==> src/rtl/des_sbox_engine.sv <==
// DES substitution stage: maps a 48-bit expanded word through S1..S8 into a 32-bit word,
// performing LANES S-box lookups per cycle behind a valid/ready handshake on both sides.
`timescale 1ns/1ps
module des_sbox_engine #(
  parameter int LANES = 8
) (
  input  logic        i_clk,
  input  logic        i_rst,
  input  logic [47:0] i_data,
  input  logic        i_valid,
  output logic        o_ready,
  output logic [31:0] o_data,
  output logic        o_valid,
  input  logic        i_ready,
  output logic        o_busy
);

  localparam int STEPS = (LANES > 0) ? 8 / LANES : 1;
  localparam int CW    = (STEPS > 1) ? $clog2(STEPS) : 1;
  localparam logic [CW-1:0] LAST_STEP = CW'(STEPS - 1);

  if (!(LANES == 1 || LANES == 2 || LANES == 4 || LANES == 8)) begin : g_lanes_check
    $error("des_sbox_engine: LANES must be 1, 2, 4 or 8");
  end

  typedef enum logic [1:0] {IDLE, BUSY, DONE} state_t;

  // One entry per box; rows 0..3 from MSB down, 16 nibbles per row, column 0 leftmost.
  localparam logic [255:0] SBOX [8] = '{
    256'hE4D12FB83A6C5907_0F74E2D1A6CB9538_41E8D62BFC973A50_FC8249175B3EA06D,
    256'hF18E6B34972DC05A_3D47F28EC01A69B5_0E7BA4D158C6932F_D8A13F42B67C05E9,
    256'hA09E63F51DC7B428_D709346A285ECBF1_D6498F30B12C5AE7_1AD069874FE3B52C,
    256'h7DE3069A1285BC4F_D8B56F03472C1AE9_A690CB7DF13E5284_3F06A1D8945BC72E,
    256'h2C417AB6853FD0E9_EB2C47D150FA3986_421BAD78F9C5630E_B8C71E2D6F09A453,
    256'hC1AF92680D34E75B_AF427C9561DE0B38_9EF528C3704A1DB6_432C95FABE17608D,
    256'h4B2EF08D3C975A61_D0B7491AE35C2F86_14BDC37EAF680592_6BD814A7950FE23C,
    256'hD2846FB1A93E50C7_1FD8A374C56B0E92_7B419CE206ADF358_21E74A8DFC90356B
  };

  function automatic logic [3:0] sbox_lookup(input logic [2:0] box, input logic [5:0] chunk);
    logic [5:0] idx;
    idx = {chunk[5], chunk[0], chunk[4:1]};
    return 4'(SBOX[box] >> {6'd63 - idx, 2'b00});
  endfunction

  state_t        state;
  logic [CW-1:0] step;
  logic [47:0]   in_reg;
  logic [31:0]   data_next;
  logic [2:0]    box;
  logic [5:0]    chunk;

  // Lane j at step c handles box c*LANES+j; every other nibble keeps its current value.
  always_comb begin
    // NOTE: every always_comb output gets a default first so no path leaves it unassigned (no latch).
    data_next = o_data;
    box       = '0;
    chunk     = '0;
    for (int j = 0; j < LANES; j++) begin
      box   = 3'(int'(step) * LANES + j);
      chunk = 6'(in_reg >> (6 * (7 - int'(box))));
      data_next[4 * (7 - int'(box)) +: 4] = sbox_lookup(box, chunk);
    end
  end

  assign o_ready = (state == IDLE) || ((state == DONE) && i_ready);

  // NOTE: state registers use non-blocking assignments so every flop samples pre-edge values.
  always_ff @(posedge i_clk) begin
    if (i_rst) begin
      // NOTE: the input register is cleared too, so an aborted word leaves nothing behind.
      state   <= IDLE;
      step    <= '0;
      in_reg  <= '0;
      o_data  <= '0;
      o_valid <= 1'b0;
      o_busy  <= 1'b0;
    end else begin
      case (state)
        IDLE: begin
          if (i_valid) begin
            in_reg <= i_data;
            step   <= '0;
            o_busy <= 1'b1;
            state  <= BUSY;
          end
        end
        BUSY: begin
          o_data <= data_next;
          if (step == LAST_STEP) begin
            o_busy  <= 1'b0;
            o_valid <= 1'b1;
            state   <= DONE;
          end else begin
            step <= step + CW'(1);
          end
        end
        DONE: begin
          if (i_ready) begin
            o_valid <= 1'b0;
            if (i_valid) begin
              in_reg <= i_data;
              step   <= '0;
              o_busy <= 1'b1;
              state  <= BUSY;
            end else begin
              state <= IDLE;
            end
          end
        end
        default: state <= IDLE;
      endcase
    end
  end

endmodule

==> config.mk <==
export PLATFORM = sky130hd
export DESIGN_NAME = des_sbox_engine
export DESIGN_NICKNAME = d
export VERILOG_FILES = /design/src/rtl/des_sbox_engine.sv
export SDC_FILE = /design/constraint.sdc
export NUM_CORES = 1
export LEC_CHECK = 0
export CAP_MARGIN = 20
export CELL_PAD_IN_SITES_DETAIL_PLACEMENT = 0
export CELL_PAD_IN_SITES_GLOBAL_PLACEMENT = 1
export CORE_MARGIN = 4
export CORE_UTILIZATION = 42
export CTS_CLUSTER_DIAMETER = 150
export DETAILED_ROUTE_END_ITERATION = 6
export PLACE_DENSITY = 0.85
export SETUP_SLACK_MARGIN = 0.15
export SLEW_MARGIN = 20
export SYNTH_ARGS = -nofsm -noshare
export SYNTH_HDL_FRONTEND = slang
export SYNTH_SLANG_ARGS = --single-unit
==> constraint.sdc <==
create_clock -name i_clk -period 2.8 [get_ports i_clk]
set_input_delay 0.7 -clock i_clk [delete_from_list [all_inputs] [get_ports i_clk]]
set_output_delay 0.7 -clock i_clk [all_outputs]
set_load 0.01 [all_outputs]
; Yosys cells after proc, flatten, opt, wreduce, memory -nomap -nowiden
; Memories as Yosys holds them, arrays and structs flattened.
; Cells that the tools add are included.
[op_classes]
addsub = 30
multipliers = 7
order_cmp = 7
n_eq_ne = 5
n_shift = 29
muxes = 40
n_bitwise = 7
n_reduce_logical = 11
[op_table]
columns = operator, n
row1 = 256-bit two-way mux, 14
row2 = 256-bit by 8-bit right shift with 4-bit output, 7
row3 = 48-bit by 32-bit right shift with 6-bit output, 7
row4 = "256-bit by 8-bit right shift with 4-bit output, first input constant", 1
row5 = 6-bit negator with 33-bit output, 7
row6 = "4-bit by 33-bit variable shift with 32-bit output, first input constant", 7
row7 = 4-bit by 33-bit variable part select with 32-bit output, 7
row8 = 32-bit bitwise mux, 7
row9 = 48-bit two-way mux, 2
row10 = 48-bit one-hot mux with 2 select lines, 1
row11 = "3-bit by 4-bit multiplier with 7-bit output, first input constant", 7
row12 = "6-bit subtractor, first input constant", 8
row13 = "4-bit greater-or-equal comparator, second input constant", 7
row14 = 3-bit NOT with 4-bit output, 6
row15 = "3-bit by 3-bit subtractor with 4-bit output, first input constant", 6
row16 = "1-bit by 2-bit adder with 3-bit output, both inputs constant", 3
row17 = 1-bit two-way mux, 9
row18 = 3-bit AND reduction, 3
row19 = "1-bit by 3-bit adder with 3-bit output, both inputs constant", 2
row20 = 2-bit two-way mux, 3
row21 = "2-bit inequality test, second input constant", 3
row22 = 1-bit one-hot mux with 3 select lines, 2
row23 = 2-bit one-hot mux with 3 select lines, 1
row24 = "1-bit by 1-bit adder with 2-bit output, both inputs constant", 2
row25 = other kinds (12), 14
[word_totals]
ff_bits = 85
romBits = 14336
in_bits = 52
out_inout_bits = 35
wordCells = 149
n_memories = 7
[memory_table]
columns = name, words, word_bits, read_ports, rd_ports_with_merged_regs, wr, line_no
row1 = (no name shown), 8, 256, 1, 0, 0, 43  ; return 4'(SBOX[box] >> {6'd63 - idx, 2'b00});
row2 = (no name shown), 8, 256, 1, 0, 0, 43
row3 = (no name shown), 8, 256, 1, 0, 0, 43
row4 = (no name shown), 8, 256, 1, 0, 0, 43
row5 = (no name shown), 8, 256, 1, 0, 0, 43
row6 = (no name shown), 8, 256, 1, 0, 0, 43
row7 = 1 more memories, --, --, --, --, --, --

; Longest topological paths before layout
[depth]
ltp_word = 14
mapped_depth = 9
depth_no_buf = 7

; Least setup slack after synthesis
; Ideal clock, no wire load.
[synth_path]
path_kind = flip-flop to flip-flop
startpoint = reg in_reg[2]
endpoint = reg o_data[3]
setup_ps = 78
arrival_time_ps = 2325
required_ps = 2722
path_slack_ps = 397
stages_incl_launch_ff = 9
period_less_slack_ps = 2403
cell_sequence = dfxtp_1 > clkbuf_1 > inv_1 > ha_1 > buf_2 > mux2_1 > mux4_2 > o2111a_1 > nor3_1
[synth_via]
elab_chain_cells = 11
word_cells_on_any_way = 35
cone_classes = add/sub (7) / shift (21) / mux (7)
[synth_rtl]
columns = item, line_no
row1 = from (decl), 48  ; logic [47:0] in_reg;
row2 = from (signal assigned), 82  ; in_reg <= i_data;
row3 = from (signal assigned), 102  ; in_reg <= i_data;
row4 = 48-bit by 32-bit right shift with 6-bit output, 61  ; chunk = 6'(in_reg >> (6 * (7 - int'(box))));
row5 = 6-bit subtractor, 43
row6 = 256-bit by 8-bit right shift with 4-bit output, 43
row7 = 4-bit by 33-bit variable part select with 32-bit output, 62  ; data_next[4 * (7 - int'(box)) +: 4] = sbox_lookup(box, chunk);
row8 = 32-bit bitwise mux (6 in a row), 62
row9 = 32-bit bitwise mux *, 62
row10 = to (signal assigned), 89  ; o_data <= data_next;
row11 = to (decl), 12  ; output logic [31:0] o_data,
; Mark *: on every way between the ends. The rest lies on a longest branch, timed or not.
; A chain may end at the register's enable or synchronous reset.

; Worst setup path in the final report
[layout_path]
startpoint = reg in_reg[25]
endpoint = reg o_data[16]
; Same word-level chain as after synthesis.

==> run summary <==
Result of the run: complete, no violations
Utilization after layout: 50.8%
Number of synthesized flops with an enable pin: 0
Critical register-to-register path endpoint: o_data[16]$_SDFFE_PP0P_
Final worst path period share: 85.2%
Warnings from Yosys: 0
Number of nets in the layout: 1162
R2R setup slack: 0.41 ns
Initial detailed-routing violation count: 547
Data arrival time of the critical path: 2.62 ns
Arithmetic-cell share of the synthesized area counting full adders, half adders and majority gates: 10.3%
Worst clock skew: 0.00847 ns
Post-Synth Simple-Gate Area: 21.0%
Port Buf Inserts: 86
Total overflow reported by the global router: 0
Area enclosed by the die boundary: 20100 um2
Detailed placer's ending HPWL: 13.6 mm
Largest family of logic cells by synthesized area: compound AO/OA/AOI/OAI gates
Number of flip-flops under the largest register name: 48
Horiz. Die Dim: 142 um
Global-route wire length before repair: 33.0 mm
Count of pins over their slew limit: 0
Post-Synthesis Cell Area: 7520 um2
CORE AREA: 17400 um2
Share of final-layout standard cells stronger than drive strength 1: 7.60%
Cell types with the largest area share after synthesis: sky130_fd_sc_hd__dfxtp_1, sky130_fd_sc_hd__ha_1, sky130_fd_sc_hd__nand2_1
Worst setup SP type: flop
Overall track demand over capacity in global routing: 19.6%
Xor/xnor share of the synthesized area: 3.61%
Leak pwr: 3.29 nW
Post-detailed-route count of antenna-violating nets: 0
Number of maximum-capacitance constraint violations: 0
Crit path kind: reg -> reg
Row Count: 48
First-pass DRT Iterations: 5
Library cell occupying the most area in the post-synthesis netlist: sky130_fd_sc_hd__dfxtp_1
Hold wc startpoint: o_data[27]$_SDFFE_PP0P_
Final Routed Wirelength: 19.5 mm
Number of post-CTS setup repair buffers: 0
Number of diodes added for antenna fixing: 0
Total power: 0.00384 W
Post-synthesis to final-layout area growth: 17.6%
Final period demand of the worst path: 2.39 ns
Path type of the worst min-delay path: reg -> reg
Clock sink total: 84
Reg-to-reg startpoint: in_reg[25]$_SDFFE_PP0P_
Cell count of the worst reg-to-reg path: 7
Starting utilization of the core area: 43.2%
Routed length per instance: 15.3 um
Die H: 142 um
Worst IR Drop VDD: 0.298 mV
Hold path depth: 2
Fraction of the mapped netlist area in compound gates: 27.6%
Slew of the pin with the lowest slew margin: 0.821 ns
H-Tree Depth: 3
Pwr/cell area: 434 nW/um2
FF+latch count, synth: 84
Maximum clock rate: 419 MHz
Proportion of netlist area held by the largest area contributor: 22.4%
Worst hold endpoint: o_data[27]$_SDFFE_PP0P_
Share of synthesized area spent on multiplexers: 7.17%
Clock Latency Late Sink: 0.36 ns
Max Fanout on Critical Path: 9
Relative slew slack: 45.2%
Fillers: 1732
Sequential element share of the synthesized area: 22.4%
Post-route setup TNS: 0 ns
Final setup violation count: 0
Via total after detailed routing: 7188
Vias in the first global route: 6592
Post-synthesis async set-or-reset flop share: 0%
Weighted congestion at the end of routability-driven global placement: 0.874
Primary FF master, synth: sky130_fd_sc_hd__dfxtp_1
Via-to-Cell Ratio: 5.62
Maximum number of pins on one net before global-route repair: 50
Mapped Cells: 1016
Initial antenna violation count: 0
Number of distinct library cells after synthesis: 69
Max clock buf depth: 2
Number of top-level design ports: 87
Final number of hold-violating endpoints: 0
TritonCTS clock tree: built
Per-instance average area after synthesis: 7.40 um2
Root Buffer: sky130_fd_sc_hd__clkbuf_16
Setup repair after global routing missed its margin: no
TritonCTS Buffers: 9
Critical path required time: 3.03 ns
Remaining design rule violation count: 0
Clock-pin slew of the registers on the worst-case setup and hold paths: 0.07 ns
Net count after synthesis: 1130
Crit end category: flop
worst max-delay path: stages (launching register included):
cell	delay (ns)
sky130_fd_sc_hd__dfxtp_1	0.48
sky130_fd_sc_hd__inv_1	0.16
sky130_fd_sc_hd__ha_1	0.40
sky130_fd_sc_hd__nand2b_1	0.22
sky130_fd_sc_hd__nand2_1	0.07
sky130_fd_sc_hd__mux4_2	0.44
sky130_fd_sc_hd__a2111oi_0	0.41
sky130_fd_sc_hd__nor3_1	0.09
cell families after synthesis:
kind of cell	Yosys count
flip-flops	84
AO/OA/AOI/OAI	318
adder cells (fa/ha/maj)	62
multiplexers	36
AND/OR/NAND/NOR	342
buffers and inverters	143
XOR/XNOR	31
worst max-delay path by stage:
stage	end	from	slack, ns
after global placement	o_ready	i_ready	0.15
after floorplan	o_data[3]$_SDFFE_PP0P_	in_reg[2]$_SDFFE_PP0P_	0.40
after global routing	o_data[16]$_SDFFE_PP0P_	in_reg[25]$_SDFFE_PP0P_	0.23
after CTS	o_ready	i_ready	0.16
final	o_data[16]$_SDFFE_PP0P_	in_reg[25]$_SDFFE_PP0P_	0.41
after detailed placement	o_ready	i_ready	0.15
power breakdown:
| part | switching, W | internal [W] | total (W) |
|---|---|---|---|
| registers | 0.000158 | 0.00128 | 0.00144 |
| clock network | 0.000504 | 0.000765 | 0.00127 |
| logic | 0.000574 | 0.000556 | 0.00113 |
| total | 0.00124 | 0.00260 | 0.00384 |
cell usage in the layout, fill, tap and decap left out, types with 6 or more instances in the layout:
cell type,instances
sky130_fd_sc_hd__a2111oi_0,13
sky130_fd_sc_hd__a211o_1,8
sky130_fd_sc_hd__a211oi_1,21
sky130_fd_sc_hd__a21o_1,8
sky130_fd_sc_hd__a21oi_1,110
sky130_fd_sc_hd__a311oi_1,8
sky130_fd_sc_hd__a31oi_1,14
sky130_fd_sc_hd__and3_1,6
sky130_fd_sc_hd__buf_4,33
sky130_fd_sc_hd__clkbuf_16,9
sky130_fd_sc_hd__clkdlybuf4s50_1,84
sky130_fd_sc_hd__dfxtp_1,84
sky130_fd_sc_hd__ha_1,62
sky130_fd_sc_hd__inv_1,42
sky130_fd_sc_hd__mux2i_1,19
sky130_fd_sc_hd__mux4_2,14
sky130_fd_sc_hd__nand2_1,160
sky130_fd_sc_hd__nand2b_1,24
sky130_fd_sc_hd__nand3_1,10
sky130_fd_sc_hd__nand3b_1,8
sky130_fd_sc_hd__nor2_1,65
sky130_fd_sc_hd__nor2b_1,17
sky130_fd_sc_hd__nor3_1,16
sky130_fd_sc_hd__nor3b_1,7
sky130_fd_sc_hd__o2111ai_1,9
sky130_fd_sc_hd__o211ai_1,20
sky130_fd_sc_hd__o21ai_0,50
sky130_fd_sc_hd__o311ai_0,7
sky130_fd_sc_hd__xnor2_1,16
sky130_fd_sc_hd__xor2_1,15
stage by stage:
stage | cell area (um2) | cells | setup slack [ns] | hold WS, ns
after floorplan | 7520 | 1016 | 0.397 | 0.474
after global placement | 8520 | 1262 | 0.154 | 0.455
final | 8840 | 1278 | 0.413 | 0.466
after global routing | 8840 | 1278 | 0.226 | 0.503
after detailed placement | 8520 | 1262 | 0.151 | 0.453
after CTS | 8840 | 1278 | 0.155 | 0.478
cells in the mapped netlist (15+ instances only):
cell type                    n
sky130_fd_sc_hd__nand2b_1   24
sky130_fd_sc_hd__o211ai_1   20
sky130_fd_sc_hd__nand2_1   161
sky130_fd_sc_hd__ha_1       62
sky130_fd_sc_hd__nor3_1     16
sky130_fd_sc_hd__dfxtp_1    84
sky130_fd_sc_hd__nor2b_1    18
sky130_fd_sc_hd__xor2_1     15
sky130_fd_sc_hd__mux2i_1    19
sky130_fd_sc_hd__a211oi_1   21
sky130_fd_sc_hd__a21oi_1   110
sky130_fd_sc_hd__clkbuf_1   62
sky130_fd_sc_hd__buf_2      26
sky130_fd_sc_hd__o21ai_0    50
sky130_fd_sc_hd__nor2_1     65
sky130_fd_sc_hd__xnor2_1    16
sky130_fd_sc_hd__inv_1      42
cell type report:
class	instances	area (um2)	share of cell area, %
inverter	43	161	1.83
multi-input combinational	789	5260	59.4
timing repair buffer	121	1150	13.0
clock buffer	13	270	3.06
sequential	84	1680	19.0
tap	225	282	3.18
clock inverter	3	43.8	0.495
metal layers:
metal,up-vias,global-route usage [%],share of wire [%]
li1,3682,-,-
met1,3315,27.5,48
met2,173,30.8,45
met3,18,4.35,5.5
met4,0,4.34,1.2
met5,-,0,0
timing repair:
item                                    in CTS  in global routing
hold endpoints to repair                     0                  0
hold buffers                                 0                  0
endpoints found under the setup margin       0                  1
resized for setup                            0                  1
No activity file was read; power rests on OpenSTA's default activity.
